**src/rtl/conv_code_pkg.sv**
```systemverilog
// Shared code definitions for the rate-1/2 convolutional link (encoder and decoder).
// Holds the default generators, the soft-value encoding and the encoder state enum.
package conv_code_pkg;

    localparam int         CONV_K  = 7;
    localparam logic [6:0] CONV_G1 = 7'o171;
    localparam logic [6:0] CONV_G2 = 7'o133;

    localparam logic [2:0] SOFT_ZERO = 3'b000;
    localparam logic [2:0] SOFT_ONE  = 3'b111;

    typedef enum logic {
        ST_DATA = 1'b0,
        ST_TAIL = 1'b1
    } enc_state_t;

    function automatic logic [2:0] soft_map(input logic coded);
        return coded ? SOFT_ONE : SOFT_ZERO;
    endfunction

    // v and the generators are zero-extended so any K up to 32 fits
    function automatic logic [5:0] coded_word(input logic [31:0] v,
                                              input logic [31:0] g1,
                                              input logic [31:0] g2);
        logic c1;
        logic c2;
        c1 = ^(v & g1);
        c2 = ^(v & g2);
        return {soft_map(c2), soft_map(c1)};
    endfunction

endpackage

```
**src/rtl/conv_enc_core.sv**
```systemverilog
// Convolutional encoder shift register and parity taps.
// c1/c2 are combinational from the current bit b and the stored history.
module conv_enc_core
    import conv_code_pkg::*;
#(
    parameter int         K  = CONV_K,
    parameter logic [K-1:0] G1 = CONV_G1,
    parameter logic [K-1:0] G2 = CONV_G2
) (
    input  logic clk,
    input  logic rst,
    input  logic step,
    input  logic b,
    input  logic clear,
    output logic c1,
    output logic c2
);

    logic [K-2:0] r_sr;
    logic [K-1:0] w_v;

    assign w_v = {b, r_sr};
    assign c1  = ^(w_v & G1);
    assign c2  = ^(w_v & G2);

    // newest bit enters at the top; clear takes priority over a shift
    always_ff @(posedge clk or posedge rst) begin
        if (rst) begin
            r_sr <= '0;
        end else if (clear) begin
            r_sr <= '0;
        end else if (step) begin
            r_sr <= {b, r_sr[K-2:1]};
        end
    end

endmodule

```
**src/rtl/viterbi_encoder_stream.sv**
```systemverilog
// Streaming rate-1/2 convolutional encoder with per-frame zero tail and a
// single-entry output register that never bubbles under continuous out_ready.
module viterbi_encoder_stream
    import conv_code_pkg::*;
#(
    parameter int          K         = CONV_K,
    parameter logic [K-1:0] G1       = CONV_G1,
    parameter logic [K-1:0] G2       = CONV_G2,
    parameter int unsigned FRAME_LEN = 64
) (
    input  logic       clk,
    input  logic       rst,
    input  logic       in_valid,
    input  logic       in_bit,
    output logic       in_ready,
    output logic       out_valid,
    output logic [5:0] out_data,
    output logic       out_last,
    input  logic       out_ready
);

    localparam int TW = (K > 2) ? $clog2(K - 1) : 1;

    enc_state_t    r_state;
    enc_state_t    w_state_nxt;
    logic [15:0]   r_bit_cnt;
    logic [TW-1:0] r_tail_cnt;
    logic          r_out_valid;
    logic [5:0]    r_out_data;
    logic          r_out_last;

    logic          w_slot_free;
    logic          w_step;
    logic          w_b;
    logic          w_data_end;
    logic          w_tail_end;
    logic          w_c1;
    logic          w_c2;
    logic [5:0]    w_word;

    assign w_slot_free = !r_out_valid || out_ready;
    assign w_step      = w_slot_free && ((r_state == ST_TAIL) || in_valid);
    assign w_b         = (r_state == ST_DATA) ? in_bit : 1'b0;
    assign w_data_end  = (r_state == ST_DATA) && (r_bit_cnt == 16'(FRAME_LEN - 1));
    assign w_tail_end  = (r_state == ST_TAIL) && (r_tail_cnt == TW'(K - 2));
    assign w_word      = {soft_map(w_c2), soft_map(w_c1)};

    assign in_ready  = (r_state == ST_DATA) && w_slot_free;
    assign out_valid = r_out_valid;
    assign out_data  = r_out_data;
    assign out_last  = r_out_last;

    // The tail already flushes sr to zero; the clear only pins the frame boundary.
    conv_enc_core #(
        .K  (K),
        .G1 (G1),
        .G2 (G2)
    ) u_core (
        .clk   (clk),
        .rst   (rst),
        .step  (w_step),
        .b     (w_b),
        .clear (w_step && w_tail_end),
        .c1    (w_c1),
        .c2    (w_c2)
    );

    always_ff @(posedge clk or posedge rst) begin
        if (rst) begin
            r_state <= ST_DATA;
        end else begin
            r_state <= w_state_nxt;
        end
    end

    always_comb begin
        w_state_nxt = r_state;
        case (r_state)
            ST_DATA: if (w_step && w_data_end) w_state_nxt = ST_TAIL;
            ST_TAIL: if (w_step && w_tail_end) w_state_nxt = ST_DATA;
            default: w_state_nxt = ST_DATA;
        endcase
    end

    always_ff @(posedge clk or posedge rst) begin
        if (rst) begin
            r_bit_cnt  <= '0;
            r_tail_cnt <= '0;
        end else if (w_step) begin
            if (r_state == ST_DATA) begin
                r_bit_cnt <= w_data_end ? '0 : r_bit_cnt + 16'd1;
            end else begin
                r_tail_cnt <= w_tail_end ? '0 : r_tail_cnt + TW'(1);
            end
        end
    end

    // A step overwrites the slot even while the old word is being consumed.
    always_ff @(posedge clk or posedge rst) begin
        if (rst) begin
            r_out_valid <= 1'b0;
            r_out_data  <= '0;
            r_out_last  <= 1'b0;
        end else if (w_step) begin
            r_out_valid <= 1'b1;
            r_out_data  <= w_word;
            r_out_last  <= w_tail_end;
        end else if (out_ready) begin
            r_out_valid <= 1'b0;
        end
    end

endmodule

```
**config.mk**
```make
export PLATFORM = sky130hd
export DESIGN_NAME = viterbi_encoder_stream
export DESIGN_NICKNAME = d
export VERILOG_FILES = /design/src/rtl/conv_code_pkg.sv /design/src/rtl/conv_enc_core.sv /design/src/rtl/viterbi_encoder_stream.sv
export SDC_FILE = /design/constraint.sdc
export NUM_CORES = 1
export LEC_CHECK = 0
export ABC_AREA = 1
export CORE_UTILIZATION = 30
export DETAILED_ROUTE_END_ITERATION = 8
export GPL_TIMING_DRIVEN = 0
export MAX_ROUTING_LAYER = met4
export SKIP_CTS_REPAIR_TIMING = 1
export SLEW_MARGIN = 0
export SYNTH_ARGS = -nofsm -noshare
export SYNTH_HDL_FRONTEND = slang
export SYNTH_SLANG_ARGS = --single-unit
```
**constraint.sdc**
```tcl
create_clock -name clk -period 4 [get_ports clk]
set_clock_uncertainty 0.15 [all_clocks]
set_input_delay 0.4 -clock clk [delete_from_list [all_inputs] [get_ports clk]]
set_output_delay 0.4 -clock clk [all_outputs]
set_load 0.01 [all_outputs]
```
== Yosys cells after proc, flatten, opt, wreduce, memory -nomap -nowiden ==
Index checks and enable logic that the tools add are counted.
Widths: inputs -> output; s select.
Storage, ports and cells
  output and inout bits: 9
  flip-flop bits (word level): 34
  input port bits: 5
  word-level logic and storage cells: 39
Cells by class
  equal/unequal tests: 2
  bitwise gates (word level): 1
  add/subtract/negate cells: 2
  reduce and logical (&&, ||, !) cells: 15
  multiplexer cells: 12
Operators by type and width (number)
  $add 16x1->16 const B: 1
  $eq 16x6->1 const B: 1
  $mux 16: 1
  $reduce_xor 7->1: 2
  $mux 6: 2
  $mux 3: 3
  $logic_and 1x1->1: 6
  $mux 1: 5
  $reduce_and 2->1: 2
  $reduce_bool 2->1: 2
  $add 3x1->3 const B: 1
  $eq 3x3->1 const B: 1
  $logic_or 1x1->1: 2
  $pmux 1 s2: 1
  $logic_not 1->1: 1
  $not 1->1: 1

== Depth between registers and ports, before layout ==
Gate-level depths: netlist of the first run.
  word-level depth: 6
  gate-level depth with buffers: 9
  depth with buffers taken out: 9

== Hierarchy ==
From an unflattened synthesis of the first run, not the netlist that was laid out.
Second synthesis, totals
  cells, all modules: 247
  area, all modules: 1770.4 sq um
By module, submodules not included
  viterbi_encoder_stream: area an instance 1438.9 sq um, instances 1, sequential area each 600.6 sq um, cells each 202
  conv_enc_core: area an instance 331.6 sq um, instances 1, sequential area each 150.1 sq um, cells each 45

== Worst setup path after synthesis of the first run ==
No wires, ideal clock.
  path kind: register to register
  start: register r_bit_cnt[1]
  end: register r_bit_cnt[14]
  required time: 3.733 ns
  arrival time: 1.126 ns
  slack: 2.608 ns
  clock period less this slack: 1.392 ns
  stages on the path, launching flop included: 9
  setup time: 0.117 ns
  path buffers: 0
  cells stage by stage: dfrtp_1 -> ha_1 -> nand3_1 -> nor2_1 -> nand3_1 -> nand2_1 -> nand2_1 -> nand2_1 -> nand2_1
On the way
  longest elaborated chain between the ends: 3
  elaborated cells between the ends (all ways): 4
  classes of those cells: add/sub: 1; eq/ne: 1; mux: 1; reduce/logical: 1
RTL lines
  from (decl): line viterbi_encoder_stream.sv:26  | logic [15:0] r_bit_cnt;
  from (signal assigned): line viterbi_encoder_stream.sv:91  | r_bit_cnt <= w_data_end ? '0 : r_bit_cnt + 16'd1;
  branches (longest 2 deep; another with $add 16x1->16)
  $mux 16 (*): line viterbi_encoder_stream.sv:91
Mark *: on every way between the ends.
A chain may end at the register's enable or synchronous reset.

== Worst setup path in the final report of the first run ==
  start: input out_ready
  end: output in_ready
On the way
  longest elaborated chain between the ends: 2
RTL lines
  from (decl): line viterbi_encoder_stream.sv:19  | input logic out_ready
  $logic_or 1x1->1: line viterbi_encoder_stream.sv:41  | assign w_slot_free = !r_out_valid || out_ready;
  $logic_and 1x1->1: line viterbi_encoder_stream.sv:48  | assign in_ready = (r_state == ST_DATA) && w_slot_free;
  to (decl): line viterbi_encoder_stream.sv:15  | output logic in_ready,
Every way passes these cells.

==> results of run 1 <==
placed cells by master, fill, tap and decap left out, types with 6 or more instances in the layout:
cell type / netlist / final
sky130_fd_sc_hd__clkbuf_8: 0 / 6
sky130_fd_sc_hd__clkdlybuf4s50_1: 0 / 13
sky130_fd_sc_hd__dfrtp_1: 30 / 30
sky130_fd_sc_hd__inv_1: 34 / 33
sky130_fd_sc_hd__nand2_1: 69 / 69
sky130_fd_sc_hd__nand3_1: 28 / 28
sky130_fd_sc_hd__nor2_1: 18 / 18
sky130_fd_sc_hd__nor2_4: 6 / 6
sky130_fd_sc_hd__o21ai_0: 7 / 7
cells by family after synthesis:
| kind of cell | Yosys count | synth area share, % |
|---|---|---|
| and+or+nand+nor | 134 | 36.1 |
| AOI/OAI and AO/OA | 15 | 4.94 |
| DFF | 30 | 42.9 |
| adders and majority gates | 3 | 2.15 |
| xor gates and xnor gates | 6 | 3.01 |
| buffers and inverters | 42 | 10.8 |
power groups by stage:
stage	clock network [mW]	logic (mW)	registers, mW
2_1_floorplan	0	0.174	0.403
3_5_place_dp	0	0.261	0.408
3_3_place_gp	0	0.255	0.406
5_1_grt	0.409	0.300	0.411
4_1_cts	0.396	0.262	0.403
6_report	0.391	0.262	0.402
stage by stage:
stage / std cells / worst slack, ns
3_5_place_dp: 315 / 1.71
6_report: 324 / 1.73
2_1_floorplan: 230 / 2.61
5_1_grt: 324 / 1.67
4_1_cts: 323 / 1.71
3_3_place_gp: 315 / 1.72
worst max path at each step:
stage | startpoint | endpoint | slack (ns) | depth (start not counted)
4_1_cts | out_ready | in_ready | 1.71 | 6
3_5_place_dp | out_ready | in_ready | 1.71 | 6
5_1_grt | out_ready | in_ready | 1.67 | 6
6_report | out_ready | in_ready | 1.73 | 6
2_1_floorplan | r_bit_cnt[1] | r_bit_cnt[14] | 2.61 | 8
3_3_place_gp | out_ready | in_ready | 1.72 | 6
registers in the layout (all words and copies together), names as in the netlist:
signal / flops
r_tail_cnt: 3
out_last: 1
r_bit_cnt: 16
u_core.r_sr: 6
out_valid: 1
r_state: 1
out_data: 2
area by class of cell:
| cell class | instances | area [um^2] |
|---|---|---|
| fillers | 578 | 3440 |
| clock inverters | 2 | 60.1 |
| well taps | 72 | 90.1 |
| flip-flops and latches | 30 | 751 |
| multi-input cells | 158 | 808 |
| repair buffers | 14 | 158 |
| inverters | 37 | 139 |
| plain buffers | 5 | 50.0 |
| clock buffers | 6 | 82.6 |
cell usage after synthesis, drive strengths merged:
master and instances:
xnor2 4, o21bai 1, buf 5, a21oi 1
nand3 30, xor2 2, nand4 4, inv 37
nor2 28, dfrtp 30, nand3b 1, o22ai 4
ha 3, nand2 71, o21ai 9
routing by layer:
metal	routed length [um]	global-route usage (%)
met1	1750	17.2
met2	1630	21.8
met3	102	3.49
met4	53	6.85
met5	0	-
==> Implementation_results.wiki, run 1 <==
{| class="wikitable"
! Metric !! Value
|-
| Initial core utilization || about a third
|-
| Post-synthesis net count || 238
|-
| Setup TNS || 0 ns
|-
| Post-route cell area || 2140 um^2
|-
| Clock Path Buffers || 2
|-
| Fmax || 441 MHz
|-
| Setup repair after global routing missed its margin || no
|-
| Grt ovf || 0
|-
| Switching power share of the total || 28.9%
|-
| Synth Instances || 230
|-
| Via count || 1471
|-
| # port buffers || 13
|-
| Warning count from the yosys run || 0
|-
| Fraction of the yosys area taken by sequential cells || between 40 and 50%
|-
| Leakage power || ~1 nW
|-
| Routability cong. || approximately 0.80
|-
| Net count, final || 259
|-
| Ratio of cells with drive above 1 in the final layout || 12.7%
|-
| CTS tree || done
|-
| Pin count of the biggest net entering global routing || 31
|-
| Number of cell instances on the worst register-to-register path || 8
|-
| Mean instance size in the synthesized netlist || 7.60 um^2
|-
| Period utilisation layout || 56.6%
|-
| Number of remaining DRC errors || 0
|-
| VDD IR-drop max || 0.171 mV
|-
| Global routing usage summed across all routing layers || 14.1%
|-
| Final antenna diode count || 0
|-
| Final Power || 1.06 mW
|-
| Slowest CP cell || sky130_fd_sc_hd__clkdlybuf4s50_1
|-
| Category of the most critical setup path || input pin to output port
|-
| #FFs+latches synth || 30
|-
| Die outline area || 6140 um^2
|-
| Cell area after synthesis || 1750 um^2
|-
| CTS clock-pin slew for the worst setup and hold paths || 0.07 ns
|-
| Kind of cell adding the most delay to the critical path || buffers and inverters
|-
| Cells taking the most area after synthesis || sky130_fd_sc_hd__dfrtp_1 43%, sky130_fd_sc_hd__nand2_1 15%, sky130_fd_sc_hd__nand3_1 8.0%, sky130_fd_sc_hd__inv_1 7.3%, sky130_fd_sc_hd__nor2_1 3.9%
|-
| Hold Fails Final Rpt || 0
|-
| Post-place instance area || 1970 um^2
|-
| Power share of the clock group || 37.1%
|-
| Power share of the sequential group || 38.1%
|-
| Standard-cell rows || 27
|-
| Critical path buffer and inverter count || 4
|-
| Pre-antenna DRT Iters || 4
|-
| Number of antenna violations at the first check in global routing || 0
|-
| Via count of the first global-routing pass || between 1000 and 1500
|-
| Worst-path maximum fanout || 4
|-
| Sw power || between 0.3 and 0.4 mW
|-
| Critical path launch point type || input pin
|-
| Combinational share of power || 24.8%
|-
| TritonCTS Buffers || 5
|-
| Hold Worst Slack || 0.214 ns
|-
| Count of different cell masters after synthesis || 24
|-
| Pwr dens || 493 nW/um^2
|-
| Data required time of the critical path || 3.45 ns
|-
| Per-cell routed wire length || 10.9 um
|-
| Final core occ || 38.4%
|-
| Synth area leader || sky130_fd_sc_hd__dfrtp_1
|-
| Width of the die || a little under 80 um
|-
| Kind of end point of the critical path || output port
|-
| Slew at the pin closest to its max-slew limit || roughly 0.40 ns
|-
| # Max-Cap Violations || 0
|-
| Total detailed-routing wirelength || 3530 um
|-
| DR iter-0 viols || 60
|-
| Number of sinks handled by clock tree synthesis || 30
|-
| Die height || 78.3 um
|-
| I/O Pins || 14
|-
| Classification of the worst-slack hold path || input pin to async pin
|-
| Worst-Skew Late Latency || a little under 0.3 ns
|-
| Slew headroom || 73.2%
|-
| Root buffer cell || sky130_fd_sc_hd__clkbuf_8
|-
| Global-route wire length before repair || roughly 6600 um
|-
| Internal power || 0.750 mW
|-
| Worst r2r dst || r_bit_cnt[14]
|-
| Maximum level of the CTS H-tree || 2
|-
| Sequence of cells on the critical path || clkdlybuf4s50_1 -> inv_1 -> nand2_2 -> inv_1 -> nor2_1 -> clkdlybuf4s50_1
|-
| Post-detailed-route count of antenna-violating nets || 0
|-
| Setup Viol. Count Final || 0
|-
| HPWL after DPL || 2610 um
|-
| Number of pins with negative max-slew slack in the final report || 0
|-
| Drt via density || 4.54
|-
| Post-synth top area share || 42.9%
|-
| Setup slack on the worst flop-to-flop path || 2.37 ns
|-
| Growth of design area from synthesis to finish || 22.3%
|-
| Final critical path time including I/O delays and setup || 2.27 ns
|-
| Delay of the slowest cell on the worst path || 0.54 ns
|-
| Placeable Area || 5570 um^2
|-
| Startpoint of the lowest-slack register-to-register path || r_bit_cnt[1]
|-
| Outcome || finished, final reports clean
|-
| Arrival time worst endpoint || 1.72 ns
|}
Power figures use the tool's default switching activity.
==> run 2, diff against run 1 <==
==> constraint.sdc (replaced) <==
create_clock -name clk -period 2.02 [get_ports clk]
set_clock_uncertainty 0.15 [all_clocks]
set_input_delay 0.202 -clock clk [delete_from_list [all_inputs] [get_ports clk]]
set_output_delay 0.202 -clock clk [all_outputs]
set_load 0.01 [all_outputs]
==> results of run 2 <==
Same layout as run 1 (identical final DEF). Status: finished, final reports clean.
Among the figures that moved: setup slack after placement 1.71 ns -> 0.129 ns; setup slack after layout 1.73 ns -> 0.150 ns; hold slack 0.214 ns -> 0.0163 ns; register-to-register setup slack 2.37 ns -> 0.39 ns; total power 1.06 mW -> 2.09 mW; worst IR drop on VDD 0.171 mV -> 0.339 mV
